`config.mk`:
```
export PLATFORM = sky130hd
export DESIGN_NAME = mem_io_bridge_flat
export DESIGN_NICKNAME = d
export VERILOG_FILES = /design/src/rtl/memio_pkg.sv /design/src/rtl/mem_io_bridge_if.sv /design/src/rtl/memio_txq.sv /design/src/rtl/mem_io_bridge.sv /design/src/flat_wrapper.sv
export SDC_FILE = /design/constraint.sdc
export NUM_CORES = 1
export LEC_CHECK = 0
export CAP_MARGIN = 20
export CORE_ASPECT_RATIO = 1.4
export CORE_MARGIN = 1.5
export CORE_UTILIZATION = 35
export DETAILED_ROUTE_END_ITERATION = 7
export HOLD_SLACK_MARGIN = 0.02
export SLEW_MARGIN = 20
export SYNTH_ARGS = -nofsm -noshare
export SYNTH_HDL_FRONTEND = slang
export SYNTH_SLANG_ARGS = --single-unit
```
`constraint.sdc`:
```
create_clock -name clk -period 3.7 [get_ports clk]
set_input_delay 0.555 -clock clk [delete_from_list [all_inputs] [get_ports clk]]
set_output_delay 0.555 -clock clk [all_outputs]
set_load 0.01 [all_outputs]
```
`src/rtl/memio_pkg.sv`:
```
// Shared types and constants for the mem_io_bridge CPU-to-RAM/UART bridge.
package memio_pkg;

  typedef enum logic [1:0] {
    IDLE      = 2'd0,
    RAM_ISSUE = 2'd1,
    RAM_WAIT  = 2'd2,
    ACK       = 2'd3
  } state_t;

  localparam logic [15:0] DEF_UART_TX_ADDR   = 16'h0FF0;
  localparam logic [15:0] DEF_UART_STAT_ADDR = 16'h0FF2;

  // Big-endian lane: the lowest byte offset lands in the most significant lane.
  function automatic int unsigned lane_idx(input int unsigned nb, input int unsigned offset);
    return nb - 1 - offset;
  endfunction

endpackage

```
`src/rtl/mem_io_bridge_if.sv`:
```
// CPU-side request/ack bus of mem_io_bridge; err exists only when MEMIO_ALIGN_CHK_EN is defined.
interface mem_io_bridge_if #(
  parameter int DATA_W = 16,
  parameter int ADDR_W = 16
);
  logic              req;
  logic              we;
  logic              be;
  logic [ADDR_W-1:0] addr;
  logic [DATA_W-1:0] wdata;
  logic [DATA_W-1:0] rdata;
  logic              ack;
`ifdef MEMIO_ALIGN_CHK_EN
  logic              err;

  modport master (output req, we, be, addr, wdata, input rdata, ack, err);
  modport slave  (input req, we, be, addr, wdata, output rdata, ack, err);
`else
  modport master (output req, we, be, addr, wdata, input rdata, ack);
  modport slave  (input req, we, be, addr, wdata, output rdata, ack);
`endif
endinterface

```
`src/rtl/memio_txq.sv`:
```
// Synchronous FIFO for UART TX bytes; push while full is legal only together with a pop.
module memio_txq #(
  parameter int DEPTH = 8,
  parameter int W     = 8,
  localparam int AW   = $clog2(DEPTH),
  localparam int CW   = AW + 1
) (
  input  logic          clk,
  input  logic          reset,
  input  logic          push,
  input  logic [W-1:0]  push_data,
  input  logic          pop,
  output logic [W-1:0]  head,
  output logic          full,
  output logic          empty,
  output logic [CW-1:0] count
);

  logic [W-1:0]  mem [DEPTH];
  logic [AW-1:0] wr_ptr;
  logic [AW-1:0] rd_ptr;

  // NOTE: storage is not reset; only pointers and count are, so stale entries are never visible.
  always_ff @(posedge clk) begin
    if (push) mem[wr_ptr] <= push_data;
  end

  // NOTE: sequential state uses non-blocking assignments so every register sees pre-edge values.
  always_ff @(posedge clk or posedge reset) begin
    if (reset) begin
      wr_ptr <= '0;
      rd_ptr <= '0;
      count  <= '0;
    end else begin
      if (push) wr_ptr <= wr_ptr + AW'(1);
      if (pop)  rd_ptr <= rd_ptr + AW'(1);
      case ({push, pop})
        2'b10:   count <= count + CW'(1);
        2'b01:   count <= count - CW'(1);
        default: count <= count;
      endcase
    end
  end

  assign head  = mem[rd_ptr];
  assign full  = (count == CW'(DEPTH));
  assign empty = (count == '0);

endmodule

```
`src/rtl/mem_io_bridge.sv`:
```
// CPU-to-RAM/UART bridge: req/ack FSM, big-endian lane steering, TX queue MMIO.
// Define MEMIO_ALIGN_CHK_EN to add cpu err reporting for misaligned word accesses.
module mem_io_bridge
  import memio_pkg::*;
#(
  parameter int              DATA_W         = 16,
  parameter int              ADDR_W         = 16,
  parameter int              RAM_LAT        = 1,
  parameter int              TXQ_DEPTH      = 8,
  parameter logic [ADDR_W-1:0] UART_TX_ADDR   = ADDR_W'(DEF_UART_TX_ADDR),
  parameter logic [ADDR_W-1:0] UART_STAT_ADDR = ADDR_W'(DEF_UART_STAT_ADDR)
) (
  input  logic                 clk,
  input  logic                 reset,
  mem_io_bridge_if.slave       cpu,
  output logic                 ram_en,
  output logic                 ram_we,
  output logic [DATA_W/8-1:0]  ram_be,
  output logic [ADDR_W-1:0]    ram_addr,
  output logic [DATA_W-1:0]    ram_wdata,
  input  logic [DATA_W-1:0]    ram_rdata,
  output logic [7:0]           uart_tx_byte,
  output logic                 uart_tx_valid,
  input  logic                 uart_tx_ready
);

  localparam int NB    = DATA_W / 8;
  localparam int LSB   = $clog2(NB);
  localparam int CW    = $clog2(TXQ_DEPTH) + 1;
  localparam int LAT_W = (RAM_LAT > 1) ? $clog2(RAM_LAT) : 1;

  state_t            state, state_nxt;
  logic [ADDR_W-1:0] addr_q;
  logic [DATA_W-1:0] wdata_q, rdata_q, rd_shift;
  logic              we_q, be_q, mis_q, mis_now;
  logic [LAT_W-1:0]  wait_cnt;
  logic [LSB-1:0]    lane;
  logic              is_tx, is_stat, tx_write, tx_pop, tx_push, stall, accept, issue, ack;
  logic              q_full, q_empty;
  logic [CW-1:0]     q_count;
  logic [7:0]        q_head;

  assign is_tx    = (cpu.addr == UART_TX_ADDR);
  assign is_stat  = (cpu.addr == UART_STAT_ADDR);
  assign tx_write = cpu.req && cpu.we && is_tx;
  assign tx_pop   = !q_empty && uart_tx_ready;
  // A full queue still takes the write when a byte leaves in the same cycle.
  assign stall    = tx_write && q_full && !tx_pop;
  assign accept   = (state == IDLE) && cpu.req && !stall;
  assign tx_push  = accept && tx_write;

`ifdef MEMIO_ALIGN_CHK_EN
  assign mis_now = !cpu.be && (cpu.addr[LSB-1:0] != '0);
  assign cpu.err = ack && mis_q;
`else
  assign mis_now = 1'b0;
`endif

  memio_txq #(.DEPTH(TXQ_DEPTH), .W(8)) u_txq (
    .clk       (clk),
    .reset     (reset),
    .push      (tx_push),
    .push_data (cpu.wdata[7:0]),
    .pop       (tx_pop),
    .head      (q_head),
    .full      (q_full),
    .empty     (q_empty),
    .count     (q_count)
  );

  always_ff @(posedge clk or posedge reset) begin
    if (reset) state <= IDLE;
    else       state <= state_nxt;
  end

  // NOTE: every output of this block gets a default first, so no path can infer a latch.
  always_comb begin
    state_nxt = state;
    ack       = 1'b0;
    ram_en    = 1'b0;
    unique case (state)
      IDLE:      if (accept) state_nxt = (is_tx || is_stat) ? ACK : RAM_ISSUE;
      RAM_ISSUE: begin
        ram_en    = !(mis_q && we_q);
        state_nxt = we_q ? ACK : RAM_WAIT;
      end
      RAM_WAIT:  if (wait_cnt == '0) state_nxt = ACK;
      ACK: begin
        ack       = 1'b1;
        state_nxt = IDLE;
      end
      default:   state_nxt = IDLE;
    endcase
  end

  assign lane     = LSB'(lane_idx(NB, 32'(addr_q[LSB-1:0])));
  assign rd_shift = ram_rdata >> {lane, 3'b000};

  always_ff @(posedge clk or posedge reset) begin
    if (reset) begin
      addr_q   <= '0;
      wdata_q  <= '0;
      rdata_q  <= '0;
      we_q     <= 1'b0;
      be_q     <= 1'b0;
      mis_q    <= 1'b0;
      wait_cnt <= '0;
    end else if (accept) begin
      addr_q   <= cpu.addr;
      wdata_q  <= cpu.wdata;
      we_q     <= cpu.we;
      be_q     <= cpu.be;
      mis_q    <= mis_now;
      wait_cnt <= LAT_W'(RAM_LAT - 1);
      if (is_stat)    rdata_q <= DATA_W'({q_full, q_empty, q_count});
      else if (is_tx) rdata_q <= '0;
    end else if (state == RAM_WAIT) begin
      if (wait_cnt == '0) begin
        if (mis_q)     rdata_q <= '0;
        else if (be_q) rdata_q <= DATA_W'(rd_shift[7:0]);
        else           rdata_q <= ram_rdata;
      end else begin
        wait_cnt <= wait_cnt - LAT_W'(1);
      end
    end
  end

  // RAM address/data/lane fields are held at zero outside the issue cycle.
  assign issue     = (state == RAM_ISSUE);
  assign ram_we    = issue && we_q;
  assign ram_addr  = issue ? (addr_q >> LSB) : '0;
  assign ram_be    = !issue ? '0 : (be_q ? (NB'(1) << lane) : '1);
  assign ram_wdata = !issue ? '0 :
                     (be_q ? (DATA_W'(wdata_q[7:0]) << {lane, 3'b000}) : wdata_q);

  assign cpu.ack       = ack;
  assign cpu.rdata     = rdata_q;
  assign uart_tx_valid = !q_empty;
  assign uart_tx_byte  = q_empty ? 8'h00 : q_head;

endmodule

```
`src/flat_wrapper.sv`:
```
// flat-port wrapper written by rule: the top's interface ports become plain ports
module mem_io_bridge_flat import memio_pkg::*;
#(
  parameter int              DATA_W         = 16,
  parameter int              ADDR_W         = 16,
  parameter int              RAM_LAT        = 1,
  parameter int              TXQ_DEPTH      = 8,
  parameter logic [ADDR_W-1:0] UART_TX_ADDR   = ADDR_W'(DEF_UART_TX_ADDR),
  parameter logic [ADDR_W-1:0] UART_STAT_ADDR = ADDR_W'(DEF_UART_STAT_ADDR)
)
  (clk, reset, ram_en, ram_we, ram_be, ram_addr, ram_wdata, ram_rdata, uart_tx_byte, uart_tx_valid, uart_tx_ready, cpu_req, cpu_we, cpu_be, cpu_addr, cpu_wdata, cpu_rdata, cpu_ack);
  mem_io_bridge_if #(.DATA_W(DATA_W), .ADDR_W(ADDR_W)) cpu_i ();
  input  logic clk;
  input  logic reset;
  output logic ram_en;
  output logic ram_we;
  output logic [DATA_W/8-1:0] ram_be;
  output logic [ADDR_W-1:0] ram_addr;
  output logic [DATA_W-1:0] ram_wdata;
  input  logic [DATA_W-1:0] ram_rdata;
  output logic [7:0] uart_tx_byte;
  output logic uart_tx_valid;
  input  logic uart_tx_ready;
  input wire logic [$bits(cpu_i.req)-1:0] cpu_req;
  input wire logic [$bits(cpu_i.we)-1:0] cpu_we;
  input wire logic [$bits(cpu_i.be)-1:0] cpu_be;
  input wire logic [$bits(cpu_i.addr)-1:0] cpu_addr;
  input wire logic [$bits(cpu_i.wdata)-1:0] cpu_wdata;
  output wire logic [$bits(cpu_i.rdata)-1:0] cpu_rdata;
  output wire logic [$bits(cpu_i.ack)-1:0] cpu_ack;
  assign cpu_i.req = cpu_req;
  assign cpu_i.we = cpu_we;
  assign cpu_i.be = cpu_be;
  assign cpu_i.addr = cpu_addr;
  assign cpu_i.wdata = cpu_wdata;
  assign cpu_rdata = cpu_i.rdata;
  assign cpu_ack = cpu_i.ack;
  mem_io_bridge #(.DATA_W(DATA_W), .ADDR_W(ADDR_W), .RAM_LAT(RAM_LAT), .TXQ_DEPTH(TXQ_DEPTH), .UART_TX_ADDR(UART_TX_ADDR), .UART_STAT_ADDR(UART_STAT_ADDR)) u_core (.clk(clk), .reset(reset), .cpu(cpu_i), .ram_en(ram_en), .ram_we(ram_we), .ram_be(ram_be), .ram_addr(ram_addr), .ram_wdata(ram_wdata), .ram_rdata(ram_rdata), .uart_tx_byte(uart_tx_byte), .uart_tx_valid(uart_tx_valid), .uart_tx_ready(uart_tx_ready));
endmodule
```
==> reports/summary.md <==
The die boundary height was 155 um. In the routed layout, each cell is associated on average with a via count of 4.93. The category of the most critical setup path is flip-flop to output port. Cell count after synthesis: 415.

The tree is rooted in a sky130_fd_sc_hd__clkbuf_16. Wires add up to 13.1 mm. The logs give 0.00575 sq mm for the cell area after technology mapping and 164 for the DRC marker count from the first detailed-route iteration.

Total global-route track usage: 0.161. The number of hold-repair buffers added at the cts stage was 0. The run finished with clean final reports. The tool flagged a number of max-cap violations equal to 0. The global placer's final weighted congestion is 0.746, and the placeable core region is 0.0161 sq mm.

At the worst endpoint, the required time is 3.14 ns. Power spread over the standard cell area amounts to 809 mW/mm^2. In the final routed layout, each cell accounts on average for 17.4 um. The count of input and output buffers was 114; the number of hold violations in the final report was 0.

Between clock sinks in the finished design, the worst skew comes to 0.0103 ns. Summed over all layers, the global routing overflow is 0. Setup violations remaining at the end of the flow were counted as 0. Most common library cell in the layout ignoring fill and taps: sky130_fd_sc_hd__clkdlybuf4s50_1.

Number of warnings reported in the yosys synthesis log: 0. Entering global routing, the biggest net connects 47 pins. The minimum clock period was 3.08 ns; the area growth from synthesis to layout was 34.1%. In this run, synthesis produced a sequential element count of 126. For the register-to-register setup slack, the log shows 0.97 ns. The number of setup buffers added after CTS is 0. The run gives 0 as the number of inserted diodes.

After the last flow step, the layout net total stands at 601. The post-route clock period utilization was 0.831; the count of buffering cells on the critical path with inverters included was 3. The slowest stage of the critical path belongs to the cell sky130_fd_sc_hd__clkdlybuf4s50_1. Once detail routing completed, the nets flagged for antenna violations numbered 0.

The mean post-synth cell area works out to 13.9 sq um. Setup repair after global routing left no endpoint under its margin. The run gives 0 as the number of gates given a new drive strength after cts. Synthesis produced a netlist with a net count of 479. The number of antenna violations at the first check in global routing was 0; the total clock buffers created by CTS was 17.

In this run the static leakage power is 3.00 nW. Number of enable-type register cells in the synthesized netlist: 64. Summed over all failing endpoints, the final setup total negative slack is 0 ns. The tightest slew margin relative to the limit is 0.457.

CTS built an H-tree with a depth of 4. For the pin with the worst max-slew slack, the measured transition is 0.813 ns. The later pin in the worst-skew pair is clocked with a latency of 0.41 ns.

Counting tap cells, the placed design contains a total of 717 instances. In this run the worst path has a maximum fanout of 22. The most instantiated flip-flop cell in the synthesis netlist was sky130_fd_sc_hd__edfxtp_1. The count of cell types in the netlist is 46, and the effective utilization at floorplan is 0.357. The critical path goes through inv_1 > ha_1 > buf_4 > a21boi_0 > clkdlybuf4s50_1.

TritonCTS built the clock tree. Power comes to 6.24 mW. In this run the count of I/O pins placed on the die edge is 116. Measured along the x axis, the die boundary spans 111 um.

The TritonCTS sink count came out at 126. The run gives 21.2 mm as the wire length of the first global-routing pass. The number of global-route vias before repair came out at 3931. The worst setup path is launched from a flip-flop.

The share of async-settable or async-resettable flops after synthesis is 0.492. In the routed design, unresolved DRC markers number 0. The buffer depth of the longest clock path is 2. In the layout the commonest cells are 114 x sky130_fd_sc_hd__clkdlybuf4s50_1, 64 x sky130_fd_sc_hd__edfxtp_1, 62 x sky130_fd_sc_hd__dfrtp_1. The run gives 0.604 as the portion of the post-synthesis area used by sequential elements. The worst setup path is captured at an output port. The initialized floorplan defines 55 standard-cell rows. VDD sags by at most 0.000355 V. The share of layout cells above drive strength 1 came out at 0.205.

The routed layout has 3694 vias. The number of standard cells in the final layout excluding fillers was 749; the number of detailed-routing iterations run before antenna repair was 4. The kind of cell with the highest combined delay along the critical path is buffers and inverters. Data arrives at the worst endpoint at 2.52 ns. Overall die area: 0.0172 sq mm. Total count of max-transition violations in the final report: 0. The worst hold path belongs to the class flip-flop to flip-flop. Clock-pin slew was measured on the worst setup and hold paths at 0.06 ns. The delay contributed by the slowest stage of the critical path is 0.57 ns, and the HPWL reported at the end of detailed placement is 9.32 mm. The maximum clock frequency came out at 325 MHz.
==> sequential cells by signal (all words and copies together) (netlist names) <==
name                 cells
u_core.u_txq.rd_ptr      3
u_core.u_txq.wr_ptr      3
u_core.u_txq.count       4
u_core.addr_q           16
u_core.cpu.rdata        16
u_core.wdata_q          16
u_core.be_q              1
u_core.state             2
u_core.u_txq.mem        64
u_core.we_q              1
==> cell families after synthesis <==
group / count (synthesis) / share of synthesized area
AND/OR/NAND/NOR: 115 / 0.105
multiplexers: 71 / 0.168
buffers and inverters: 43 / 0.0366
XOR/XNOR: 9 / 0.0137
other: 1 / 0.000652
AO/OA/AOI/OAI: 40 / 0.0500
flip-flops: 126 / 0.604
adder cells (fa/ha/maj): 10 / 0.0218
==> area by class of cell <==
type / instances / area [sq um]
Tap cell: 199 / 249
Inverter: 16 / 61.3
Sequential cell: 126 / 3470
Multi-Input combinational cell: 246 / 2070
Fill cell: 1494 / 8390
Clock inverter: 15 / 174
Clock buffer: 17 / 425
Timing Repair Buffer: 130 / 1260
==> routing by layer <==
layer  vias up  routed length (um)  GRT usage
met1      1835                5450      0.191
met4         0                 156     0.0506
met2        97                6880      0.278
met5         -                   0          0
met3        11                 573     0.0529
li1       1751                   -          -
==> worst paths after layout <==
check                                       from               endpoint  cells after the start
max in group asynchronous                  reset      u_core.wdata_q[0]                      3
max                              u_core.state[1]              ram_be[1]                      5
max reg2reg                u_core.u_txq.count[1]  u_core.u_txq.count[2]                      9
min                         u_core.cpu.rdata[10]   u_core.cpu.rdata[10]                      2
min in group asynchronous                  reset    u_core.cpu.rdata[0]                      2
min reg2reg                 u_core.cpu.rdata[10]   u_core.cpu.rdata[10]                      2
==> power by group <==
part           internal (mW)  switching (mW)  leakage [nW]
clock network           1.01           0.663         0.289
logic                   1.38            1.03          1.39
registers               1.81           0.337          1.32
==> per-stage QoR <==
stage	util	cell area [sq um]	hold WS (ns)	setup slack (ns)
final	0.479	7710	0.486	0.624
after detailed placement	0.442	7110	0.474	0.238
after CTS	0.479	7710	0.487	0.519
after floorplan	-	5750	0.458	0.550
after global routing	0.479	7710	0.515	0.431
after global placement	0.442	7110	0.468	0.298
==> worst min-delay path: stages, from the launching register on <==
cell                      delay [ns]
sky130_fd_sc_hd__dfrtp_1        0.34
sky130_fd_sc_hd__nand2_1        0.05
sky130_fd_sc_hd__o21ai_0        0.06
==> Yosys cell counts (9+ instances only) <==
cell type / count / area (sq um)
sky130_fd_sc_hd__and2_1: 27 / 169
sky130_fd_sc_hd__and3_1: 9 / 56.3
sky130_fd_sc_hd__clkbuf_1: 14 / 52.6
sky130_fd_sc_hd__dfrtp_1: 62 / 1550
sky130_fd_sc_hd__edfxtp_1: 64 / 1920
sky130_fd_sc_hd__ha_1: 10 / 125
sky130_fd_sc_hd__inv_1: 16 / 60.1
sky130_fd_sc_hd__mux2_2: 44 / 495
sky130_fd_sc_hd__mux2i_1: 11 / 110
sky130_fd_sc_hd__mux4_2: 16 / 360
sky130_fd_sc_hd__nand2_1: 35 / 131
sky130_fd_sc_hd__nor2_1: 24 / 90.1
sky130_fd_sc_hd__o21ai_0: 10 / 50.1
sky130_fd_sc_hd__o22ai_1: 9 / 56.3
(Power assumes the default switching activity.)
